<file path="src/rtl/mem_arb_pkg.sv">
// rtl/mem_arb_pkg.sv - shared types and constants for the two-port memory arbiter
package mem_arb_pkg;

  localparam int CNT_WIDTH = 4;

  typedef enum logic [1:0] {
    IDLE   = 2'd0,
    ACCESS = 2'd1,
    DONE   = 2'd2
  } state_t;

  typedef enum logic {
    OWN_I = 1'b0,
    OWN_D = 1'b1
  } owner_t;

endpackage

</file>
<file path="src/rtl/mem_arbiter_rr_pick2.sv">
// rtl/mem_arbiter_rr_pick2.sv - two-way round-robin winner select
module rr_pick2
  import mem_arb_pkg::*;
(
  input  logic   i_req,
  input  logic   d_req,
  input  owner_t last,
  output owner_t winner
);

  // On a tie the requester that was not served last gets the memory.
  always_comb begin
    winner = OWN_I;
    if (i_req && d_req) begin
      winner = (last == OWN_I) ? OWN_D : OWN_I;
    end else if (d_req) begin
      winner = OWN_D;
    end
  end

endmodule

</file>
<file path="src/rtl/mem_arbiter.sv">
// rtl/mem_arbiter.sv - icache/dcache arbiter for a single fixed-latency memory port
module mem_arbiter
  import mem_arb_pkg::*;
#(
  parameter int LATENCY = 1
)
(
  input  logic        clk,
  input  logic        reset,
  input  logic        i_req,
  input  logic        d_req,
  input  logic        i_write_en,
  input  logic        d_write_en,
  input  logic [31:0] i_addr,
  input  logic [31:0] i_data,
  input  logic [31:0] d_addr,
  input  logic [31:0] d_data,
  output logic        i_ack,
  output logic        d_ack,
  output logic [31:0] i_out,
  output logic [31:0] d_out,
  output logic [1:0]  grant,
  output logic        mwrite_en,
  output logic [31:0] maddr,
  output logic [31:0] mdata,
  input  logic [31:0] mout
);

  localparam logic [CNT_WIDTH-1:0] LAST_CNT = CNT_WIDTH'(LATENCY - 1);

  state_t                 state;
  logic [CNT_WIDTH-1:0]   cnt;
  owner_t                 owner;
  owner_t                 last;
  owner_t                 winner;
  owner_t                 next_owner;
  logic                   start;
  logic                   owner_req;
  logic                   other_req;
  logic [31:0]            addr_q;
  logic [31:0]            data_q;
  logic                   we_q;
  logic [31:0]            rdata;

  rr_pick2 u_pick (
    .i_req  (i_req),
    .d_req  (d_req),
    .last   (last),
    .winner (winner)
  );

  // Leaving DONE, the current owner keeps the port while it still requests.
  always_comb begin
    owner_req  = (owner == OWN_I) ? i_req : d_req;
    other_req  = (owner == OWN_I) ? d_req : i_req;
    start      = 1'b0;
    next_owner = owner;
    case (state)
      IDLE: begin
        start      = i_req | d_req;
        next_owner = winner;
      end
      DONE: begin
        start = owner_req | other_req;
        if (!owner_req) begin
          next_owner = (owner == OWN_I) ? OWN_D : OWN_I;
        end
      end
      default: ;
    endcase
  end

  always_ff @(posedge clk or negedge reset) begin
    if (!reset) begin
      state  <= IDLE;
      cnt    <= '0;
      owner  <= OWN_I;
      last   <= OWN_I;
      addr_q <= '0;
      data_q <= '0;
      we_q   <= 1'b0;
      rdata  <= '0;
    end else begin
      case (state)
        IDLE, DONE: begin
          if (start) begin
            state  <= ACCESS;
            cnt    <= '0;
            owner  <= next_owner;
            last   <= next_owner;
            addr_q <= (next_owner == OWN_I) ? i_addr : d_addr;
            data_q <= (next_owner == OWN_I) ? i_data : d_data;
            we_q   <= (next_owner == OWN_I) ? i_write_en : d_write_en;
          end else begin
            state <= IDLE;
          end
        end
        ACCESS: begin
          cnt <= cnt + 1'b1;
          if (cnt == LAST_CNT) begin
            rdata <= mout;
            state <= DONE;
          end
        end
        default: state <= IDLE;
      endcase
    end
  end

  assign grant[0]  = (state != IDLE) && (owner == OWN_I);
  assign grant[1]  = (state != IDLE) && (owner == OWN_D);
  // Writes are issued once, in the first cycle of the access window.
  assign mwrite_en = (state == ACCESS) && (cnt == '0) && we_q;
  assign maddr     = addr_q;
  assign mdata     = data_q;
  assign i_ack     = (state == DONE) && (owner == OWN_I);
  assign d_ack     = (state == DONE) && (owner == OWN_D);
  assign i_out     = rdata;
  assign d_out     = rdata;

endmodule

</file>
<file path="config.mk">
export PLATFORM = sky130hd
export DESIGN_NAME = mem_arbiter
export DESIGN_NICKNAME = d
export VERILOG_FILES = /design/src/rtl/mem_arb_pkg.sv /design/src/rtl/mem_arbiter_rr_pick2.sv /design/src/rtl/mem_arbiter.sv
export SDC_FILE = /design/constraint.sdc
export NUM_CORES = 1
export LEC_CHECK = 0
export ABC_AREA = 1
export CORE_MARGIN = 1
export CORE_UTILIZATION = 43
export DETAILED_ROUTE_END_ITERATION = 8
export PLACE_DENSITY = 0.95
export SETUP_SLACK_MARGIN = 0.5
export SLEW_MARGIN = 10
export SYNTH_ARGS = -nofsm -noshare
export SYNTH_HDL_FRONTEND = slang
export SYNTH_SLANG_ARGS = --single-unit
</file>
<file path="constraint.sdc">
create_clock -name clk -period 4.55 [get_ports clk]
set_input_delay 0.91 -clock clk [delete_from_list [all_inputs] [get_ports clk]]
set_output_delay 0.91 -clock clk [all_outputs]
set_load 0.03 [all_outputs]
</file>
# After elaboration in Yosys (flattened, before gate mapping)
# Index checks and enable logic that the tools add are counted.
# word_totals
ff_bits	104
inputBits	166
output_inout_bits	133
wordCells	46
# op_classes
add_sub_neg	1
n_eq_ne	4
n_mux	16
bitwise	3
n_reduce_logical	15
# ops
cell	count
$mux 32	2
$mux 1	8
$pmux 4 s2	1
$logic_and 1x1->1	7
$reduce_and 2->1	3
$add 4x1->4 const B	1
$logic_not 4->1	1
$mux 4	1
$ne 2x2->1 const B	2
$pmux 1 s2	2
$pmux 2 s2	1
$reduce_bool 2->1	2
$eq 2x1->1 const B	1
$eq 2x2->1 const B	1
$logic_not 2->1	1
$mux 2	1
$or 1x1->1	2
$reduce_or 2->1	1
$not 1->1	1

# Depth between registers and ports, before layout
# logic_depth
depth_word	5
depth_mapped	9

# Modules after synthesis
# Synthesis repeated with hierarchy kept, for this count alone.
# hier_totals
hier_cells	782
area_unflattened_um2	5625.4
# modules_own_cells
mod	instances	cells_per_inst	area_each_um2
mem_arbiter	1	780	5612.9
rr_pick2	1	2	12.5

# Least setup slack after synthesis
# Ideal clock, no wire load.
# synth_path
path_type	reg2out
start	register cnt[0]
end	output port mwrite_en
arrival_time_ps	1545
setup_slack_ps	2095
path_stages_with_launch	8
n_path_buf	1
path_cell_list	dfrtp_1 inv_1 ha_1 nand2_1 nor2_2 inv_2 clkbuf_1 nor2_1
# synth_between
elab_chain_len	3
# synth_lines
element	line	source
start: declaration	mem_arbiter.sv:32	logic [CNT_WIDTH-1:0] cnt;
start signal: assignment	mem_arbiter.sv:99	cnt <= cnt + 1'b1;
$logic_not 4->1	mem_arbiter.sv:113	assign mwrite_en = (state == ACCESS) && (cnt == '0) && we_q;
$logic_and 1x1->1 (2 in series)	mem_arbiter.sv:113	
end: declaration	mem_arbiter.sv:23	output logic mwrite_en,
# No other way between the ends.

# Worst setup path in the final report
# Same ends and word-level chain as after synthesis.

==> metrics.txt <==
die area=0.01359 mm²; CTS tree=done; Port Buffers=298; # fillers=approximately 1000; sequential power share=25.6%; Cells after DPL=roughly 1200; Clock Path Buffers=2; initial antenna violation count=0; sequential share of the synthesized area=46.11%; worst setup margin=slightly below 1 ns; Placeable Area=about 0.013 mm²; drt drc=0; CP Data Required Time=3.64 ns; Yosys Warn Count=0; Switching Share=48.51%; CTS Sinks=104; Rows=41; non-filler instance count after layout=1195; PwrDens=774.2 mW/mm²; area grow syn2layout=54.53%; GRT overflow=0; Hold Fails Final Rpt=0; DP Area=0.008401 mm²; Netlist cell types=19; RSZ-0062 raised after global routing=no; critical path launch point type=register; clock power share=between 10% and 20%; Syn Area/Cell=7.208 µm²; syn_nets=951; Global Route Usage Sum=25.43%; vias in the first global route=5543; largest area contributor in the netlist=dfrtp_1; drt first pass iters=5; maximum vdd drop=0.0006301 V; number of routed nets with antenna violations=0; FF-to-FF path depth=7; initial core utilization=44.36%; gpl congestion=0.7768; Yosys top cell area share=46.11%; root buffer cell=clkbuf_16; Die Width=116.6 µm; register area=0.002603 mm²; crit path max fanout=34; routed len/inst=roughly 15 µm; Worst Max-Slew Pin Slew=1.197 ns; area of the mapped netlist=between 0.005 and 0.006 mm²; Yosys reg bits=104; CP arrival=2.66 ns; f_max=0.2798 GHz; Multi-input gate area=between 0.002 and 0.0025 mm²; run status=complete, no violations; CP Capture Type=primary output; Psw=between 3 and 4 mW; Hold Path Depth=1; global route hottest layer=met2; DRT iter0 DRCs=498; Clock H-tree levels=3; Chip Height=roughly 120 µm; via count=slightly below 6000; Setup Viol. Count Final=0; met2 Use GR=44.18%; max-slew violation count=0; setup TNS=0 ns; Post-Syn Instances=783; largest net degree at the start of global routing=70; cts bufs inserted=9; PostCTS Resize Cnt=0; Final Routed Wirelength=17.78 mm; Internal=3.477 mW; ANT cells=0; first-pass GRT wire length=26.84 mm; clock skew=0.004557 ns; Final Critical Period=3.574 ns; share of cells above drive strength 1=3.030%; Static Leakage=4.516 nW; Worst-Skew Late Latency=0.33 ns; Nets=between 1000 and 1500; met3 Use GR=~5.7%; Ports=roughly 300; dpl hpwl=12.50 mm; Comb power frac=~62%; post-route design area=0.008722 mm²; dominant cells by area after synthesis=dfrtp_1 46%, nand2_1 20%, inv_1 9.1%; Post-CTS Setup Inserts=0; met1 Track Usage GR=30.90%; Maximum Capacitance Violations=0; Hold Buf Count CTS=0; clock-pin slew on the worst setup and hold paths=0.07 ns; dpl ws=1.360 ns; Tcrit/Tclk final=78.55%; slew margin rel.=about a fifth; worst hold path class=register to register; Crit Path Category=register to primary output; vias per cell=around 4.9
[per-stage QoR]
step	hold WS, ns	power (mW)	utilization, %
after global routing	0.4942	7.164	68.56
after floorplan	0.4412	4.432	-
final	0.4744	6.753	68.56
after detailed placement	0.4639	5.924	66.03
after CTS	0.4767	6.786	68.56
after global placement	0.4606	5.796	66.03
[sequential cells by signal (all words and copies together) (netlist names), named ones only]
signal / flops
cnt: 4
we_q: 1
maddr: 32
d_out: 32
state: 2
mdata: 32
[cell usage in the layout, fill, tap and decap left out]
cell,netlist,layout
clkbuf_8,0,2
nor2_2,1,1
inv_1,137,137
inv_2,3,3
clkbuf_16,0,9
a21oi_1,3,3
nand2_2,1,2
a31oi_1,1,1
nand3_1,67,67
o21ai_0,3,3
nor2_4,0,1
nor2_1,12,11
buf_4,34,8
nand3_2,2,2
clkbuf_1,21,1
nand2_1,302,301
bufinv_16,0,2
ha_1,2,2
dfrtp_1,104,104
nand4_1,65,65
clkinv_2,0,1
clkdlybuf4s50_1,0,297
[cell type report]
| type | instances | share of cell area (%) |
|---|---|---|
| sequential | 104 | 29.84 |
| inverter | 140 | 6.025 |
| clock inverter | 3 | 0.7459 |
| multi-input combinational | 459 | 23.21 |
| timing repair buffer | 305 | 34.77 |
| clock buffer | 12 | 2.941 |
| tap | 172 | 2.467 |
[power by group through the flow]
stage / sequential [mW] / clock [mW] / combinational, mW
2_1_floorplan: 2.52 / 0 / 1.91
3_3_place_gp: 1.71 / 0 / 4.09
3_5_place_dp: 1.72 / 0 / 4.20
4_1_cts: 1.72 / 0.853 / 4.21
5_1_grt: 1.78 / 0.891 / 4.50
6_report: 1.73 / 0.839 / 4.19
[synth_stat cells]
cell / instances
nand2_1: 302
inv_1: 137
dfrtp_1: 104
nand3_1: 67
nand4_1: 65
buf_4: 34
clkbuf_1: 21
buf_2: 17
nor2_1: 12
buf_6: 7
a21oi_1: 3
inv_2: 3
o21ai_0: 3
ha_1: 2
nand3_2: 2
a31oi_1: 1
buf_1: 1
nand2_2: 1
nor2_2: 1
[critical path, cell delays in order, from the launching register on]
cell	delay, ns
dfrtp_1	0.40
inv_1	0.10
ha_1	0.15
nand2_1	0.08
nor2_2	0.08
buf_4	0.32
inv_2	0.32
nor2_1	0.19
clkdlybuf4s50_1	0.69
[path summary, 6_finish.rpt]
| kind | from | to | slack [ns] |
|---|---|---|---|
| hold reg to reg | cnt[3]$_DFFE_PN0P_ | cnt[3]$_DFFE_PN0P_ | 0.47 |
| max in group asynchronous | reset | maddr[22]$_DFFE_PN0P_ | 2.85 |
| setup reg to reg | state[0]$_DFFE_PN0P_ | maddr[21]$_DFFE_PN0P_ | 2.28 |
| setup / recovery | cnt[0]$_DFFE_PN0P_ | mwrite_en | 0.98 |
| hold / removal | cnt[3]$_DFFE_PN0P_ | cnt[3]$_DFFE_PN0P_ | 0.47 |
| min in group asynchronous | reset | mdata[8]$_DFFE_PN0P_ | 0.68 |
[metal layers]
metal	up-vias	share of wire, %
li1	2827	-
met1	2744	39
met3	37	7.9
met5	-	0
met2	263	50
met4	0	2.8
[cell families after synthesis]
| logic type | Yosys count | synth area share (%) |
|---|---|---|
| AOI/OAI and AO/OA | 7 | 0.6428 |
| adders and majority gates | 2 | 0.4433 |
| buffers and inverters | 220 | 18.20 |
| DFF | 104 | 46.11 |
| and+or+nand+nor | 450 | 34.60 |
No activity file was read; power rests on OpenSTA's default activity.
